### config.mk
export PLATFORM = sky130hd
export DESIGN_NAME = bp_train_unit
export DESIGN_NICKNAME = d
export VERILOG_FILES = /design/src/rtl/bp_train_unit.sv
export SDC_FILE = /design/constraint.sdc
export NUM_CORES = 2
export LEC_CHECK = 0
export ABC_AREA = 1
export CORE_MARGIN = 10
export CORE_UTILIZATION = 35
export DETAILED_ROUTE_END_ITERATION = 8
export GPL_TIMING_DRIVEN = 0
export SETUP_SLACK_MARGIN = 0.15
export SLEW_MARGIN = 20
export SYNTH_ARGS = -nofsm -noshare
export SYNTH_HDL_FRONTEND = slang
export SYNTH_SLANG_ARGS = --single-unit
export TNS_END_PERCENT = 1
### constraint.sdc
create_clock -name clock -period 5.1 [get_ports clock]
set_input_delay 1.02 -clock clock [delete_from_list [all_inputs] [get_ports clock]]
set_output_delay 1.02 -clock clock [all_outputs]
set_load 0.005 [all_outputs]
### src/rtl/bp_train_unit.sv
// Retire-side branch training unit: classifies resolved branches, queues training
// records in an in-order FIFO, and strobes recovery on the oldest mispredict.
// Optional perf counters are enabled with `define BP_TRAIN_PERF_EN.

module bp_train_slot (
  input  logic        valid_i,
  input  logic        pred_taken_i,
  input  logic        actual_taken_i,
  input  logic [31:0] pred_target_i,
  input  logic [31:0] actual_target_i,
  output logic        mispred_o
);
  assign mispred_o = valid_i &&
                     ((pred_taken_i != actual_taken_i) ||
                      (actual_taken_i && pred_taken_i && (pred_target_i != actual_target_i)));
endmodule

module bp_train_unit #(
  parameter int GH       = 8,
  parameter int RETIRE_W = 2,
  parameter int DEPTH    = 8
) (
  input  logic                   clock,
  input  logic                   reset,
  input  logic [RETIRE_W-1:0]    retire_valid_i,
  input  logic [RETIRE_W*32-1:0] retire_pc_i,
  input  logic [RETIRE_W-1:0]    retire_actual_taken_i,
  input  logic [RETIRE_W*32-1:0] retire_actual_target_i,
  input  logic [RETIRE_W-1:0]    retire_pred_taken_i,
  input  logic [RETIRE_W*32-1:0] retire_pred_target_i,
  input  logic [RETIRE_W*GH-1:0] retire_ghr_snapshot_i,
  output logic                   retire_ready_o,
  output logic                   train_valid_o,
  output logic [31:0]            train_pc_o,
  output logic                   train_actual_taken_o,
  output logic [31:0]            train_actual_target_o,
  output logic [GH-1:0]          train_ghr_snapshot_o,
  output logic                   recover_mispredict_pulse_o,
  output logic [GH-1:0]          recover_ghr_snapshot_o
`ifdef BP_TRAIN_PERF_EN
  ,
  output logic [31:0]            perf_branch_count_o,
  output logic [31:0]            perf_mispredict_count_o
`endif
);
  localparam int PW = $clog2(DEPTH);
  localparam int CW = PW + 1;

  logic [DEPTH-1:0][31:0]   pc_q, tgt_q;
  logic [DEPTH-1:0]         tkn_q;
  logic [DEPTH-1:0][GH-1:0] ghr_q;
  logic [PW-1:0]            head_q, head_d, tail_q, tail_d;
  logic [CW-1:0]            count_q, count_d;
  logic                     recover_pulse_q, recover_pulse_d;
  logic [GH-1:0]            recover_ghr_q;

  logic [RETIRE_W-1:0]          misp, acc, acc_misp;
  logic [RETIRE_W-1:0][PW-1:0]  wr_idx;
  logic [CW-1:0]                n_enq;
  logic                         enq_en, pop, rec_hit;
  logic [GH-1:0]                rec_ghr;

  for (genvar k = 0; k < RETIRE_W; k++) begin : g_slot
    bp_train_slot u_slot (
      .valid_i        (retire_valid_i[k]),
      .pred_taken_i   (retire_pred_taken_i[k]),
      .actual_taken_i (retire_actual_taken_i[k]),
      .pred_target_i  (retire_pred_target_i[32*k +: 32]),
      .actual_target_i(retire_actual_target_i[32*k +: 32]),
      .mispred_o      (misp[k])
    );
  end

  // A slot-0 mispredict squashes every younger slot; write slots are packed in order.
  always_comb begin
    acc = retire_valid_i;
    for (int k = 1; k < RETIRE_W; k++) acc[k] = retire_valid_i[k] & ~misp[0];
    acc_misp = acc & misp;
    n_enq    = '0;
    rec_hit  = 1'b0;
    rec_ghr  = '0;
    for (int k = 0; k < RETIRE_W; k++) begin
      wr_idx[k] = tail_q + n_enq[PW-1:0];
      if (acc[k]) n_enq = n_enq + 1'b1;
      if (acc_misp[k] && !rec_hit) begin
        rec_hit = 1'b1;
        rec_ghr = {retire_ghr_snapshot_i[k*GH +: GH-1], retire_actual_taken_i[k]};
      end
    end
  end

  assign retire_ready_o  = (count_q <= CW'(DEPTH - RETIRE_W));
  assign enq_en          = retire_ready_o;
  assign pop             = (count_q != '0);
  assign head_d          = head_q + PW'(pop);
  assign tail_d          = tail_q + (enq_en ? n_enq[PW-1:0] : '0);
  assign count_d         = count_q + (enq_en ? n_enq : '0) - CW'(pop);
  assign recover_pulse_d = enq_en & rec_hit;

  always_ff @(posedge clock or negedge reset) begin
    if (!reset) begin
      pc_q            <= '0;
      tgt_q           <= '0;
      tkn_q           <= '0;
      ghr_q           <= '0;
      head_q          <= '0;
      tail_q          <= '0;
      count_q         <= '0;
      recover_pulse_q <= 1'b0;
      recover_ghr_q   <= '0;
    end else begin
      if (enq_en) begin
        for (int k = 0; k < RETIRE_W; k++) begin
          if (acc[k]) begin
            pc_q[wr_idx[k]]  <= retire_pc_i[32*k +: 32];
            tgt_q[wr_idx[k]] <= retire_actual_target_i[32*k +: 32];
            tkn_q[wr_idx[k]] <= retire_actual_taken_i[k];
            ghr_q[wr_idx[k]] <= retire_ghr_snapshot_i[GH*k +: GH];
          end
        end
      end
      head_q          <= head_d;
      tail_q          <= tail_d;
      count_q         <= count_d;
      recover_pulse_q <= recover_pulse_d;
      if (recover_pulse_d) recover_ghr_q <= rec_ghr;
    end
  end

  assign train_valid_o              = pop;
  assign train_pc_o                 = pc_q[head_q];
  assign train_actual_taken_o       = tkn_q[head_q];
  assign train_actual_target_o      = tgt_q[head_q];
  assign train_ghr_snapshot_o       = ghr_q[head_q];
  assign recover_mispredict_pulse_o = recover_pulse_q;
  assign recover_ghr_snapshot_o     = recover_ghr_q;

`ifdef BP_TRAIN_PERF_EN
  logic [31:0] perf_br_q, perf_mp_q;
  always_ff @(posedge clock or negedge reset) begin
    if (!reset) begin
      perf_br_q <= '0;
      perf_mp_q <= '0;
    end else if (enq_en) begin
      perf_br_q <= perf_br_q + 32'($countones(acc));
      perf_mp_q <= perf_mp_q + 32'($countones(acc_misp));
    end
  end
  assign perf_branch_count_o     = perf_br_q;
  assign perf_mispredict_count_o = perf_mp_q;
`endif

  // Retiring while not ready loses records; flag it loudly in simulation.
  always @(posedge clock) begin
    if (reset && !retire_ready_o)
      assert (retire_valid_i == '0) else $error("bp_train_unit: retire while not ready");
  end
endmodule

==> flow_summary.toml <==
[grt]
grt_start_max_net_pins = 87
antenna_found_initial = 20
grt_pass1_vias = 57071
grt_util_all_layers_pct = 32.2
grt_overflow = 0
grt_pass1_wl_um = 381000

[yosys]
yosysMostFrequentCell = "nand2_1"
async_flop_share_pct = 100
synth_top_cell_by_area = "nand2_1"
netlist_area_um2 = 48900
yosys_warnings = 0
synth_flop_cell = "dfrtp_1"
yosys-top-cells-count = "4332 x nand2_1, 1314 x o21ai_0, 605 x nand3_1, 603 x dfrtp_1, 462 x nor2_1"
synth_seq_area_share_pct = 30.8
avgSynthCellArea_um2 = 5.71
synth_seq_cells = 603
yosys-top-cells-area = "nand2_1 33%, dfrtp_1 31%, o21ai_0 13%"
synthDistinctLibCells = 25
synth_cells = 8576
synth_top_area_share_pct = 33.2
synth_edf_count = 0
synth_nets = 8809

[finish]
nFillCells = 15304
layout-drive-gt1-share_pct = 4.30
nNetsFinal = 9203
areaGrowthSynthToFinish_pct = 17.2
seqCellArea_um2 = 15100
multiInputGateArea_um2 = 30000
fin_cells = 10917

[cts]
clk_latency_ns = 0.71
clkTransAtPathRegs_ns = 0.06
postCtsSetupBuffers = 0
cts_tree = "built"
htreeDepth = 3
cts_hold_buf = 0
clockRootBuffer = "clkbuf_16"
numCtsBuffers = 81
clock_path_buffers = 3
clkSinkCount = 603

[floorplan]
rows = 137
die_x_um = 394
pin_count = 300
die_h_um = 394
initial_core_util_pct = 35.2
coreArea_um2 = 139000
die_area_um2 = 155000

[routing]
routed_wl_um = 265000
drtIter0Drc = 9061
wl_per_cell_um = 24.3
via_count = 62685
vias_per_cell = 5.74
drc = 0
firstDrtPassIters = 7
drtAntennaViolNets = 0

[pwr]
irDropWorstVdd_v = 0.000556
p_sw_share_pct = 56.1
p_comb_share_pct = 65.4
p_leak_nw = 28.9
power.switching_mw = 22.0
power_per_cell_area_nw_per_um2 = 685
p_int_mw = 17.3
seq_power_share_pct = 19.8
p_clk_share_pct = 14.8

[critical_path]
slowest_stage = "clkdlybuf4s15_1"
end_kind = "output port"
regToRegEndpoint = "tgt_q[163]$_DFFE_PN0N_"
worstReg2RegStart = "count_q[3]$_DFF_PN0_"
reg2reg_slack_ns = 1.28
start_kind = "register"
crit_fanout = 11
crit_required_ns = 4.08
critPathMaxStageDelay_ns = 0.74
path_cells = "clkbuf_2, clkdlybuf4s15_1, o21ai_0, o32ai_1, nor2_1, a31oi_2, clkdlybuf4s50_1"
r2r_cells = 9
criticalPathCategory = "reg2out"
cp.arrival_ns = 4.18

[sta]
max_clock_freq_mhz = 192
period_needed_ns = 5.20
fin_crit_sh_pct = 102
slew_headroom_pct = 13.1
fin_setup_tns_ns = -0.105
skew_ns = 0.0233
setup_ws_ns = -0.101
slew_violations = 0
finalSetupViolCount = 2
rsz0062_at_grt = "true"
tightest_slew_ns = 1.30
hold_viol_final = 0

[placed_design]
place_inst = 10763
hpwl_um = 196000
gp_congestion = 1.00
io_buffer_count = 298

[outcome]
status = "finished, violations left"
violations = "negative setup slack"

[worst_hold_path]
hp-class = "in2async"

[flow_run]
maxCapViolCount = 0
==> routing by layer <==
layer  part of all wire (%)  up-vias  wire [um]  global-route usage (%)
li1                       -    28243          -                       -
met1                     37    29264      98800                    39.3
met2                     43     4253     114000                    48.7
met3                     13      911      33900                    10.5
met4                    7.0       14      18600                    20.6
met5                  0.037        -         98                       0
==> logic make-up after synthesis <==
logic type	count (synthesis)	synth area share [%]
AO/OA/AOI/OAI	1536	16.8
flip-flops	603	30.8
buffers and inverters	966	8.00
adder cells (fa/ha/maj)	17	0.465
XOR/XNOR	41	0.734
AND/OR/NAND/NOR	5413	43.2
==> through the flow <==
step | utilization, % | setup WS, ns | instance area, um^2 | power [mW] | hold WS (ns)
after detailed placement | 39.3 | -1.39 | 54700 | 32.3 | 0.464
after global placement | 39.0 | -27.70 | 54300 | 31.8 | 0.462
after CTS | 41.1 | 0.0205 | 57300 | 38.1 | 0.102
final | 41.2 | -0.101 | 57300 | 39.3 | 0.116
after floorplan | - | 1.45 | 48900 | 22.1 | 0.449
after global routing | 41.2 | 0.0526 | 57300 | 41.5 | 0.109
==> timing repair <==
| item | CTS | global route |
|---|---|---|
| endpoints found under the setup margin | 78 | 35 |
| gates resized for setup | 20 | 25 |
| pin swaps | 1 | 0 |
==> critical path, delay by kind of cell, from the launching register on <==
| family | cells | cell delay, ns |
|---|---|---|
| buffers and inverters | 3 | 1.88 |
| AOI/OAI and AO/OA | 3 | 1.06 |
| DFF | 1 | 0.40 |
| and+or+nand+nor | 1 | 0.10 |
==> flip-flops by register name, summed over array words and instances, names as in the netlist, 3 cells and up <==
| signal | cells |
|---|---|
| count_q | 4 |
| pc_q | 256 |
| head_q | 3 |
| tkn_q | 8 |
| ghr_q | 64 |
| tail_q | 3 |
| recover_ghr_snapshot_o | 8 |
| tgt_q | 256 |
==> how the worst max path moves through the flow <==
stage	startpoint	end	slack, ns	cells past startpoint
floorplan	retire_actual_target_i[18]	count_q[2]$_DFF_PN0_	1.45	23
global placement	reset	tgt_q[226]$_DFFE_PN0N_	-27.70	1
detailed placement	retire_actual_target_i[31]	count_q[2]$_DFF_PN0_	-1.39	22
CTS	head_q[0]$_DFF_PN0_	train_pc_o[31]	0.02	8
global route	head_q[1]$_DFF_PN0_	train_actual_target_o[28]	0.05	7
finish	head_q[1]$_DFF_PN0_	train_actual_target_o[28]	-0.10	7
==> cell type report <==
type                            instances  share of cell area, %
Sequential cell                       603                   26.3
Multi-Input combinational cell       7007                   52.3
Inverter                              272                   1.78
Clock inverter                         11                  0.122
Antenna cell                           14                 0.0611
Clock buffer                          129                   4.33
Tap cell                             1876                   4.09
Buffer                                694                   5.14
Timing Repair Buffer                  311                   5.84
==> cell usage in the layout (no fill, tap or decap), types with 13 or more instances in the layout <==
master	synthesis	layout
nor2_1	462	461
o32ai_1	73	73
buf_4	14	15
buf_16	0	13
clkbuf_16	0	84
dfrtp_1	603	603
diode_2	0	14
nand3_1	605	605
o21ai_0	1314	1314
ha_1	15	15
clkbuf_8	0	21
buf_2	188	186
o211ai_1	73	73
clkbuf_2	0	31
clkdlybuf4s50_1	0	293
nand2_1	4332	4331
a31oi_1	73	68
buf_1	41	41
xnor2_1	39	38
clkbuf_1	451	442
inv_1	261	261
==> power groups by stage <==
stage / clock (mW) / combinational, mW / sequential [mW]
2_1_floorplan: 0 / 14.7 / 7.42
3_3_place_gp: 0 / 24.0 / 7.76
3_5_place_dp: 0 / 24.5 / 7.77
4_1_cts: 5.80 / 24.6 / 7.71
5_1_grt: 5.99 / 27.6 / 7.95
6_report: 5.82 / 25.7 / 7.79
Power figures use the tool's default switching activity.
